$ cat src/rtl/cpu_pkg.sv
// Shared encodings for the multi-cycle RV32 sequencer and its instruction decoder.
package cpu_pkg;

  localparam int unsigned OPCODE_W = 7;
  localparam int unsigned CAUSE_W  = 2;

  typedef enum logic [2:0] {
    ST_IDLE   = 3'd0,
    ST_FETCH  = 3'd1,
    ST_DECODE = 3'd2,
    ST_EXEC   = 3'd3,
    ST_MEM    = 3'd4,
    ST_WB     = 3'd5,
    ST_TRAP   = 3'd6
  } state_t;

  typedef enum logic [1:0] {
    CLS_R      = 2'd0,
    CLS_LOAD   = 2'd1,
    CLS_STORE  = 2'd2,
    CLS_BRANCH = 2'd3
  } op_cls_t;

  typedef enum logic [CAUSE_W-1:0] {
    CAUSE_NONE       = 2'b00,
    CAUSE_ILLEGAL    = 2'b01,
    CAUSE_FETCH_TO   = 2'b10,
    CAUSE_DATA_TO    = 2'b11
  } trap_cause_t;

  localparam logic [OPCODE_W-1:0] OP_RTYPE  = 7'b0110011;
  localparam logic [OPCODE_W-1:0] OP_LOAD   = 7'b0000011;
  localparam logic [OPCODE_W-1:0] OP_STORE  = 7'b0100011;
  localparam logic [OPCODE_W-1:0] OP_BRANCH = 7'b1100011;

  localparam logic PC_SEL_PLUS4  = 1'b0;
  localparam logic PC_SEL_BRANCH = 1'b1;
  localparam logic WB_SEL_ALU    = 1'b0;
  localparam logic WB_SEL_MDR    = 1'b1;
  localparam logic ADDR_SEL_PC   = 1'b0;
  localparam logic ADDR_SEL_ALU  = 1'b1;

  // Unified memory port request payload.
  typedef struct packed {
    logic req;
    logic we;
    logic addr_sel;
  } mem_ctl_t;

  // True for the four opcodes the core implements.
  function automatic logic is_legal(input logic [OPCODE_W-1:0] op);
    return (op == OP_RTYPE) || (op == OP_LOAD) || (op == OP_STORE) || (op == OP_BRANCH);
  endfunction

  // Opcode class; only meaningful when is_legal(op) holds.
  function automatic op_cls_t op_class(input logic [OPCODE_W-1:0] op);
    case (op)
      OP_LOAD:   return CLS_LOAD;
      OP_STORE:  return CLS_STORE;
      OP_BRANCH: return CLS_BRANCH;
      default:   return CLS_R;
    endcase
  endfunction

endpackage

$ cat src/rtl/mem_wait_timer.sv
// Counts memory wait cycles and flags the cycle on which the wait budget runs out.
module mem_wait_timer #(
  parameter int unsigned MEM_TIMEOUT = 255
) (
  input  logic clk,
  input  logic rst_n,
  input  logic clear,
  input  logic count_en,
  output logic expired
);

  localparam int unsigned CW = (MEM_TIMEOUT < 2) ? 1 : $clog2(MEM_TIMEOUT);
  localparam logic [CW-1:0] LIMIT = (MEM_TIMEOUT == 0) ? CW'(0) : CW'(MEM_TIMEOUT - 1);
  localparam logic ENABLE = (MEM_TIMEOUT != 0);

  logic [CW-1:0] cnt;

  // Wait counter: cleared between requests, holds at the limit.
  always_ff @(posedge clk or negedge rst_n) begin
    if (!rst_n) begin
      cnt <= '0;
    end else if (clear) begin
      cnt <= '0;
    end else if (count_en && (cnt != LIMIT)) begin
      cnt <= cnt + CW'(1);
    end
  end

  // Expires on the MEM_TIMEOUT-th consecutive unanswered request cycle.
  assign expired = ENABLE && count_en && (cnt == LIMIT);

endmodule

$ cat src/rtl/multicycle_seq.sv
// Multi-cycle sequencer: FETCH/DECODE/EXEC/MEM/WB over a shared memory port.
module multicycle_seq
  import cpu_pkg::*;
#(
  parameter int unsigned MEM_TIMEOUT = 255,
  parameter int unsigned CNT_W       = 32
) (
  input  logic                clk,
  input  logic                rst_n,
  input  logic                run,
  input  logic [OPCODE_W-1:0] opcode,
  input  logic                alu_zero,
  input  logic                mem_ready,
  output logic                mem_req,
  output logic                mem_we,
  output logic                addr_sel,
  output logic                ir_we,
  output logic                mdr_we,
  output logic                rf_we,
  output logic                wb_sel,
  output logic                pc_we,
  output logic                pc_sel,
  output logic                busy,
  output logic                trap,
  output logic [CAUSE_W-1:0]  trap_cause,
  output logic [CNT_W-1:0]    instret
);

  state_t      state, state_next;
  op_cls_t     cls, cls_next;
  logic [CNT_W-1:0] instret_q, instret_next;
  logic        trap_q, trap_next;
  trap_cause_t cause_q, cause_next;
  mem_ctl_t    mem_ctl;
  logic        retire;
  logic        mem_phase;
  logic        wait_expired;

  assign mem_phase = (state == ST_FETCH) || (state == ST_MEM);

  // Wait counter restarts whenever no request is pending or one completes.
  mem_wait_timer #(.MEM_TIMEOUT(MEM_TIMEOUT)) u_timer (
    .clk      (clk),
    .rst_n    (rst_n),
    .clear    (~mem_phase | mem_ready),
    .count_en (mem_phase & ~mem_ready),
    .expired  (wait_expired)
  );

  // State, latched opcode class, retire counter and sticky trap.
  always_ff @(posedge clk or negedge rst_n) begin
    if (!rst_n) begin
      state     <= ST_IDLE;
      cls       <= CLS_R;
      instret_q <= '0;
      trap_q    <= 1'b0;
      cause_q   <= CAUSE_NONE;
    end else begin
      state     <= state_next;
      cls       <= cls_next;
      instret_q <= instret_next;
      trap_q    <= trap_next;
      cause_q   <= cause_next;
    end
  end

  // Next-state and datapath control decode.
  always_comb begin
    state_next   = state;
    cls_next     = cls;
    instret_next = instret_q;
    trap_next    = trap_q;
    cause_next   = cause_q;
    mem_ctl      = '0;
    ir_we        = 1'b0;
    mdr_we       = 1'b0;
    rf_we        = 1'b0;
    wb_sel       = WB_SEL_ALU;
    pc_we        = 1'b0;
    pc_sel       = PC_SEL_PLUS4;
    retire       = 1'b0;

    case (state)
      ST_IDLE: begin
        if (run) state_next = ST_FETCH;
      end
      ST_FETCH: begin
        mem_ctl.req      = 1'b1;
        mem_ctl.addr_sel = ADDR_SEL_PC;
        if (mem_ready) begin
          ir_we      = 1'b1;
          state_next = ST_DECODE;
        end else if (wait_expired) begin
          state_next = ST_TRAP;
          trap_next  = 1'b1;
          cause_next = CAUSE_FETCH_TO;
        end
      end
      ST_DECODE: begin
        if (is_legal(opcode)) begin
          cls_next   = op_class(opcode);
          state_next = ST_EXEC;
        end else begin
          state_next = ST_TRAP;
          trap_next  = 1'b1;
          cause_next = CAUSE_ILLEGAL;
        end
      end
      ST_EXEC: begin
        case (cls)
          CLS_R:                state_next = ST_WB;
          CLS_LOAD, CLS_STORE:  state_next = ST_MEM;
          CLS_BRANCH: begin
            pc_we  = 1'b1;
            pc_sel = alu_zero ? PC_SEL_BRANCH : PC_SEL_PLUS4;
            retire = 1'b1;
          end
          default:              state_next = ST_WB;
        endcase
      end
      ST_MEM: begin
        mem_ctl.req      = 1'b1;
        mem_ctl.addr_sel = ADDR_SEL_ALU;
        mem_ctl.we       = (cls == CLS_STORE);
        if (mem_ready) begin
          if (cls == CLS_STORE) begin
            pc_we  = 1'b1;
            retire = 1'b1;
          end else begin
            mdr_we     = 1'b1;
            state_next = ST_WB;
          end
        end else if (wait_expired) begin
          state_next = ST_TRAP;
          trap_next  = 1'b1;
          cause_next = CAUSE_DATA_TO;
        end
      end
      ST_WB: begin
        rf_we  = 1'b1;
        wb_sel = (cls == CLS_LOAD) ? WB_SEL_MDR : WB_SEL_ALU;
        pc_we  = 1'b1;
        retire = 1'b1;
      end
      ST_TRAP: begin
        state_next = ST_TRAP;
      end
      default: begin
        state_next = ST_IDLE;
      end
    endcase

    if (retire) begin
      instret_next = instret_q + CNT_W'(1);
      state_next   = run ? ST_FETCH : ST_IDLE;
    end
  end

  assign mem_req    = mem_ctl.req;
  assign mem_we     = mem_ctl.we;
  assign addr_sel   = mem_ctl.addr_sel;
  assign busy       = (state != ST_IDLE) && (state != ST_TRAP);
  assign trap       = trap_q;
  assign trap_cause = cause_q;
  assign instret    = instret_q;

endmodule

$ cat config.mk
export PLATFORM = sky130hd
export DESIGN_NAME = multicycle_seq
export DESIGN_NICKNAME = d
export VERILOG_FILES = /design/src/rtl/cpu_pkg.sv /design/src/rtl/mem_wait_timer.sv /design/src/rtl/multicycle_seq.sv
export SDC_FILE = /design/constraint.sdc
export NUM_CORES = 1
export LEC_CHECK = 0
export BUFFER_PORTS_ARGS = -buffer_cell sky130_fd_sc_hd__buf_2
export CELL_PAD_IN_SITES_DETAIL_PLACEMENT = 2
export CELL_PAD_IN_SITES_GLOBAL_PLACEMENT = 2
export CORE_MARGIN = 3
export CORE_UTILIZATION = 25
export DETAILED_ROUTE_END_ITERATION = 8
export PLACE_DENSITY_LB_ADDON = 0.1
export SETUP_SLACK_MARGIN = 0.05
export SYNTH_ARGS = -nofsm -noshare
export SYNTH_HDL_FRONTEND = slang
export SYNTH_SLANG_ARGS = --single-unit
$ cat constraint.sdc
create_clock -name clk -period 2.8 [get_ports clk]
set_clock_uncertainty 0.1 [all_clocks]
set_input_delay 0 -clock clk [delete_from_list [all_inputs] [get_ports clk]]
set_output_delay 0 -clock clk [all_outputs]
set_load 0.03 [all_outputs]
==> flow_summary.json, run 1 <==
{
  "status": "completed",
  "path_clk_slew_ns": 0.09,
  "synth_ff_type": "dfrtp_1",
  "holdCritPathClass": "primary input to register",
  "place_ws_ns": 0.368,
  "drc": 0,
  "setup_viol": 0,
  "end_kind": "output port",
  "first_pass_iters": 4,
  "start_kind": "register",
  "worst_slack_ns": 0.344,
  "synth_edf_count": 0,
  "yosys_warnings": 0,
  "fin_area_um2": 3100,
  "period_share_pct": 87.7,
  "grt-busiest-layer": "met2",
  "vias_per_cell": 4.73,
  "stdcell_count": 441,
  "grtUsageTotal_pct": 13.1,
  "met2_usage_pct": 21.9,
  "grtUsageMet1_pct": 17.8,
  "synthArstFlopShare_pct": 100,
  "cts_tree": "done",
  "hold_violations": 0,
  "ys_seq_area_share_pct": 47.9,
  "clockBufferDepth": 2,
  "synth_area_leader_cell": "dfrtp_1",
  "antenna_found_initial": 0,
  "met3_usage_pct": 2.49,
  "die-area_um2": 11300,
  "wire_per_inst_um": 15.6,
  "maxCapViolCount": 0,
  "clk_latency_ns": 0.30,
  "place_congestion": 0.721,
  "clock.fmax_ghz": 0.407,
  "layout.nets": 330,
  "rows": 35,
  "p_leak_nw": 1.52,
  "drt_iter0_drc": 53,
  "grt_first_pass_wirelength_mm": 12.1,
  "rsz0062_at_grt": "false",
  "boundaryPins": 57,
  "tns_ns": 0,
  "synthTopCellsByArea": "dfrtp_1 48%, xnor2_1 8.4%, xor2_1 4.9%, nand3_1 3.6%, ha_1 3.5%",
  "io_buffer_count": 56,
  "synth_top_area_share_pct": 47.9,
  "fp.dieW_um": 106,
  "power_density_nw_per_um2": 713,
  "synth_cell_types": 46,
  "start_util_pct": 26.4,
  "synthesis.nets": 264,
  "overflow": 0,
  "wl_mm": 6.90,
  "tightest_slew_ns": 0.674,
  "synthCells": 245,
  "die_h_um": 106,
  "netlist_area_um2": 2510,
  "num_vias": 2084,
  "fin_crit_ns": 2.46,
  "report.final.slew_viol_count": 0,
  "avgSynthCellArea_um2": 10.2,
  "grt_pass1_vias": 2284,
  "crit_type": "register to output port",
  "numCtsBuffers": 5,
  "dp_hpwl_mm": 5.23,
  "dp_cells": 428,
  "ys_seq_elements": 48,
  "cts-root-buf": "clkbuf_8",
  "critical_path_required_ns": 2.70,
  "critPathMaxFanout": 9,
  "fillCellCount": 1085,
  "numClockSinks": 48,
  "diodes": 0,
  "post_cts_buffers": 0,
  "antenna_left": 0,
  "cts_resized": 0,
  "grt_max_degree": 24,
  "arrival_ns": 2.36,
  "slew_headroom_pct": 54.8,
  "syn_to_final_growth_pct": 23.4,
  "htreeDepth": 2,
  "peakVddDrop_uv": 341,
  "placed_area_um2": 2950,
  "core_area_um2": 9500,
  "layout-drive-gt1-share_pct": 25.6
}
-- registers in the layout, summed over array words and instances, names as in the netlist --
name / flops
cls: 2
instret: 32
state: 3
trap: 1
trap_cause: 2
u_timer.cnt: 8
-- stage by stage --
stage / power, mW / util (%) / hold WS, ns
detailed placement: 1.78 / 31.1 / -0.0836
floorplan: 1.49 / - / -0.396
global placement: 1.75 / 31.1 / -0.0826
global route: 2.41 / 32.6 / 0.0491
finish: 2.21 / 32.6 / 0.0365
CTS: 2.27 / 32.6 / 0.0223
-- power by group --
part,internal [mW],switching (mW)
sequential,0.771,0.112
clock,0.203,0.250
combinational,0.306,0.567
total,1.28,0.929
-- cell families after synthesis --
group	share of synthesized area [%]
AND/OR/NAND/NOR	25.1
flip-flops	47.9
XOR/XNOR	13.3
AO/OA/AOI/OAI	7.48
buffers and inverters	2.39
adder cells (fa/ha/maj)	3.49
multiplexers	0.399
-- timing repair --
action / CTS / global route
hold buffers: 5 / 0
setup endpoints to repair: 0 / 0
hold endpoints to repair: 25 / 0
-- area by class of cell --
type,instances,area [um2],share of cell area [%]
well taps,129,161,5.21
flip-flops and latches,48,1200,38.8
multi-input cells,183,1250,40.3
repair buffers,65,360,11.6
clock inverters,2,13.8,0.444
clock buffers,6,82.6,2.67
inverters,8,30.0,0.969
-- cell usage after synthesis, drive strengths merged, types with 5 or more instances --
master  instances
a21oi           5
and2            5
and3            7
and4            5
dfrtp          48
ha              7
inv             8
nand2          23
nand3          18
nand4           9
nor2           25
xnor2          24
xor2           14
-- layer usage --
metal,vias to the layer above,wire length (um)
li1,997,-
met1,1042,3280
met2,40,3320
met3,5,244
met4,0,57
met5,-,0
-- worst max-delay path: stages (launching register included) --
cell	delay (ns)
dfrtp_1	0.42
inv_1	0.08
ha_1	0.24
and4b_1	0.26
nor3_2	0.57
inv_1	0.25
buf_2	0.25
-- cell usage in the layout (no fill, tap or decap), types with 2 or more instances in the layout --
cell	Yosys	final
a211oi_1	4	4
a21o_1	2	2
a21oi_1	5	5
a31oi_1	2	2
and2_1	5	5
and3_1	4	4
and3_2	3	3
and4_1	4	4
and4b_1	2	2
buf_2	0	56
buf_4	2	4
clkbuf_8	0	6
dfrtp_1	48	48
dlygate4sd3_1	0	5
ha_1	7	7
inv_1	8	8
nand2_1	23	23
nand3_1	18	18
nand4_1	9	9
nor2_1	23	23
nor2_2	2	2
nor3_1	3	3
nor4_1	2	2
nor4b_1	3	3
o21ai_0	4	4
xnor2_1	24	24
xor2_1	14	14
-- final timing paths --
| check | slack, ns | end | depth (start not counted) | startpoint |
|---|---|---|---|---|
| max | 0.34 | pc_we | 6 | cls[0] |
| min | 0.04 | cls[0] | 5 | opcode[5] |
| max reg2reg | 0.41 | instret[30] | 7 | cls[0] |
| min reg2reg | 0.38 | trap | 1 | trap |
| max in group asynchronous | 1.88 | u_timer.cnt[3] | 3 | rst_n |
| min in group asynchronous | 0.10 | instret[21] | 2 | rst_n |
Power figures use the tool's default switching activity.
==> run 2, diff against run 1 <==
- clock period: 2.8 -> 2.5 ns (I/O delays scaled with it)
==> flow_summary.json, run 2 (synthesis results as in run 1) <==
{
  "layout.nets": 334,
  "p_sw_share_pct": 41.6,
  "report.final.slew_viol_count": 0,
  "tns_ns": 0,
  "grt_max_degree": 23,
  "start_util_pct": 26.4,
  "core_area_um2": 9500,
  "overflow": 0,
  "die-area_um2": 11300,
  "cts_tree": "done",
  "wl_mm": 6.77,
  "final_cell_mix": "56 x buf_2, 48 x dfrtp_1, 24 x xnor2_1, 23 x nand2_1, 23 x nor2_1",
  "layout_commonest_cell": "buf_2",
  "diodes": 0,
  "arrival_ns": 2.37,
  "antenna_left": 0,
  "tightest_slew_ns": 0.465,
  "antenna_found_initial": 0,
  "num_vias": 2070,
  "layout-drive-gt1-share_pct": 26.3,
  "worst_slack_ns": 0.253,
  "cts_resized": 0,
  "dp_hpwl_mm": 5.34,
  "post_cts_buffers": 0,
  "peakVddDrop_uv": 363,
  "place_congestion": 0.716,
  "die_h_um": 106,
  "period_share_pct": 89.9,
  "fillCellCount": 1103,
  "rows": 35,
  "path_clk_slew_ns": 0.09,
  "p_leak_nw": 1.53,
  "critical_path_required_ns": 2.62,
  "numCtsBuffers": 5,
  "largest_register_ff_count": 32,
  "boundaryPins": 57,
  "drc": 0,
  "clockBufferDepth": 2,
  "io_buffer_count": 56,
  "cts-root-buf": "clkbuf_8",
  "postCtsHoldBufs": 5,
  "wire_per_inst_um": 15.3,
  "htreeDepth": 2,
  "holdCritPathClass": "primary input to register",
  "syn_to_final_growth_pct": 24.4,
  "hold_violations": 0,
  "critPathMaxFanout": 4,
  "clk_latency_ns": 0.29,
  "fp.dieW_um": 106,
  "slew_headroom_pct": 68.9,
  "fin_crit_ns": 2.25,
  "numClockSinks": 48,
  "grt_first_pass_wirelength_mm": 11.7,
  "crit_type": "register to register",
  "place_ws_ns": 0.267,
  "setup_viol": 0,
  "grt_pass1_vias": 2305,
  "pwr-share-clk_pct": 19.7,
  "p_int_mw": 1.45,
  "first_pass_iters": 4,
  "grtUsageTotal_pct": 12.7,
  "rsz0062_at_grt": "false",
  "power_density_nw_per_um2": 795,
  "p_seq_share_pct": 39.1,
  "power.switching_mw": 1.03,
  "start_kind": "register",
  "status": "completed",
  "vias_per_cell": 4.66,
  "drt_iter0_drc": 35,
  "end_kind": "register",
  "clock.fmax_ghz": 0.445,
  "comb_power_share_pct": 41.1,
  "maxCapViolCount": 0
}
run 2: changes by cell type in the layout (fill, tap and decap cells not counted):
cell and change:
clkinv_4 +1, clkinv_2 -1, buf_4 +4, inv_6 -1
run 2: layout make-up:
class	count	area, um2	share of cell area, %
Sequential cell	48	1200	38.5
Multi-Input combinational cell	183	1250	40.0
Timing Repair Buffer	69	390	12.5
Clock buffer	6	82.6	2.64
Tap cell	129	161	5.17
Clock inverter	1	8.76	0.280
Inverter	8	30.0	0.962
run 2: through the flow:
step / power, mW / cell area, um2 / util, % / cells / hold slack [ns]
final: 2.48 / 3120 / 32.9 / 444 / 0.0248
after global routing: 2.69 / 3120 / 32.9 / 444 / 0.0734
after CTS: 2.54 / 3120 / 32.9 / 444 / 0.0255
after detailed placement: 2.01 / 2980 / 31.4 / 432 / -0.158
after global placement: 2.00 / 2980 / 31.4 / 432 / -0.160
after floorplan: 1.67 / 2510 / - / 245 / -0.396
run 2: layer usage:
| metal | up-vias | track usage (%) | part of all wire [%] |
|---|---|---|---|
| li1 | 999 | - | - |
| met1 | 1031 | 17.3 | 48 |
| met2 | 38 | 21.1 | 48 |
| met3 | 2 | 2.31 | 3.4 |
| met4 | 0 | 2.78 | 0.58 |
| met5 | - | 0 | 0 |
run 2: critical path, stage by stage, from the launching register on:
cell and delay, ns:
dfrtp_1 0.43, inv_1 0.09, ha_1 0.20, and4b_1 0.30, o311ai_2 0.19, or4b_4 0.59, nor2_2 0.14, xor2_1 0.14
run 2: worst paths after layout:
check,startpoint,endpoint,slack (ns),cells past startpoint
max in group asynchronous,rst_n,instret[2],1.64,3
hold / removal,opcode[6],cls[0],0.02,5
min in group asynchronous,rst_n,instret[14],0.05,2
setup reg to reg,cls[0],instret[31],0.25,7
setup / recovery,cls[0],instret[31],0.25,7
hold reg to reg,trap,trap,0.38,1
run 2: power groups by stage:
stage,sequential [mW],combinational [mW],clock [mW]
5_1_grt,0.995,1.15,0.547
4_1_cts,0.976,1.04,0.523
3_3_place_gp,0.983,1.02,0
6_report,0.971,1.02,0.490
3_5_place_dp,0.991,1.02,0
2_1_floorplan,1.03,0.642,0
==> run 3, diff against run 2 <==
- CORE_ASPECT_RATIO: not set -> 1.1
- CORE_UTILIZATION: 25 -> 36
- clock period: 2.5 -> 2.65 ns (I/O delays scaled with it)
==> flow_summary.json, run 3 (synthesis results as in run 1) <==
{
  "start_util_pct": 37.6,
  "clockBufferDepth": 2,
  "slew_headroom_pct": 55.9,
  "critical_path_required_ns": 2.75,
  "place_congestion": 0.706,
  "end_kind": "register",
  "power.switching_mw": 0.970,
  "crit_type": "register to register",
  "io_buffer_count": 56,
  "worstPathBufferInverterCount": 1,
  "grt_max_degree": 26,
  "maxCapViolCount": 0,
  "p_seq_share_pct": 39.3,
  "power_density_nw_per_um2": 767,
  "die-area_um2": 8010,
  "arrival_ns": 2.50,
  "diodes": 0,
  "overflow": 0,
  "p_int_mw": 1.36,
  "holdCritPathClass": "primary input to register",
  "status": "completed",
  "grtUsageTotal_pct": 18.1,
  "die_h_um": 93.6,
  "antenna_found_initial": 0,
  "p_sw_share_pct": 41.6,
  "clk_latency_ns": 0.31,
  "layout.nets": 330,
  "vias_per_cell": 5.31,
  "setup_viol": 0,
  "post_cts_buffers": 0,
  "cts_tree": "done",
  "start_kind": "register",
  "fp.dieW_um": 85.6,
  "peakVddDrop_uv": 368,
  "layout_commonest_cell": "buf_2",
  "report.final.slew_viol_count": 0,
  "crit_family": "simple AND/OR/NAND/NOR gates",
  "drc": 0,
  "comb_power_share_pct": 40.6,
  "first_pass_iters": 4,
  "cts-root-buf": "clkbuf_8",
  "crit_chain": "inv_1 > ha_1 > and4b_1 > nor3_4 > nor4_4 > nand4_1 > xnor2_1",
  "numCtsBuffers": 5,
  "fin_crit_ns": 2.41,
  "grt_first_pass_wirelength_mm": 11.5,
  "final_util_pct": 45.6,
  "period_share_pct": 90.8,
  "syn_to_final_growth_pct": 21.2,
  "boundaryPins": 57,
  "layout-drive-gt1-share_pct": 25.3,
  "hold_violations": 0,
  "largest_register_ff_count": 32,
  "rsz0062_at_grt": "false",
  "final_cell_mix": "56 x buf_2, 48 x dfrtp_1, 24 x xnor2_1, 23 x nand2_1, 23 x nor2_1",
  "tns_ns": 0,
  "num_vias": 2093,
  "tightest_slew_ns": 0.656,
  "htreeDepth": 2,
  "critPathMaxFanout": 10,
  "wire_per_inst_um": 16.9,
  "numClockSinks": 48,
  "pwr-share-clk_pct": 20.2,
  "drt_iter0_drc": 51,
  "p_leak_nw": 1.51,
  "antenna_left": 0,
  "core_area_um2": 6670,
  "path_clk_slew_ns": 0.10,
  "fillCellCount": 735,
  "grt_pass1_vias": 2243,
  "wl_mm": 6.67,
  "clock.fmax_ghz": 0.416,
  "cpPeakStageDelay_ns": 0.64,
  "dp_hpwl_mm": 5.00,
  "slowest_stage": "nor4_4",
  "rows": 31
}
-- run 3: cell count changes in the layout (fill, tap and decap cells not counted), sizes merged --
cell and delta:
buf -4, clkbuf +1, clkinv -1, clkinvlp +1
-- run 3: worst min-delay path, cell delays in order --
cell and delay, ns:
buf_2 0.12, xor2_1 0.07, nor2_1 0.08, nand2_1 0.05
o21ai_0 0.06
-- run 3: what timing repair did --
item                                   in CTS  in global routing
endpoints found under the hold margin      27                  0
setup endpoints to repair                   0                  1
gates resized for setup                     0                  1
hold buffers                                5                  0
-- run 3: power groups by stage --
stage               Sequential, mW  Clock (mW)  Combinational [mW]
global route                 0.934       0.513                1.05
detailed placement           0.931           0               0.927
global placement             0.923           0               0.913
finish                       0.916       0.470               0.947
floorplan                    0.968           0               0.605
CTS                          0.918       0.484               0.951
-- run 3: layer usage --
layer / track usage [%] / share of wire, % / routed length [um] / vias to the layer above
met5: 0 / 0 / 0 / -
met4: 5.15 / 1.1 / 73 / 0
met1: 22.8 / 43 / 2870 / 1048
met3: 2.82 / 3.8 / 252 / 7
li1: - / - / - / 994
met2: 31.8 / 52 / 3470 / 44
-- run 3: path summary, 6_finish.rpt --
| kind | start | end | slack, ns | cells past startpoint |
|---|---|---|---|---|
| max in group asynchronous | rst_n | state[0] | 1.61 | 3 |
| hold / removal | opcode[6] | cls[0] | 0.007 | 5 |
| setup / recovery | cls[0] | instret[20] | 0.24 | 7 |
| hold reg to reg | instret[31] | instret[31] | 0.38 | 1 |
| min in group asynchronous | rst_n | instret[30] | 0.10 | 2 |
| setup reg to reg | cls[0] | instret[20] | 0.24 | 7 |
-- run 3: metrics by stage --
step / total power [mW] / cell area, um2 / hold WS, ns / setup slack (ns) / instances
after floorplan: 1.57 / 2510 / -0.396 / 0.493 / 245
after global placement: 1.84 / 2890 / -0.0760 / 0.375 / 381
after detailed placement: 1.86 / 2890 / -0.0733 / 0.254 / 381
after CTS: 2.35 / 3040 / 0.00501 / 0.162 / 394
after global routing: 2.50 / 3040 / 0.0788 / 0.0590 / 394
final: 2.33 / 3040 / 0.00741 / 0.245 / 394
-- run 3: layout make-up --
cell class	instances	area, um2	area share, %
tap	82	103	3.37
clock inverter	1	7.51	0.247
clock buffer	7	86.3	2.84
sequential	48	1200	39.5
inverter	8	30.0	0.987
timing repair buffer	65	360	11.8
multi-input combinational	183	1250	41.2
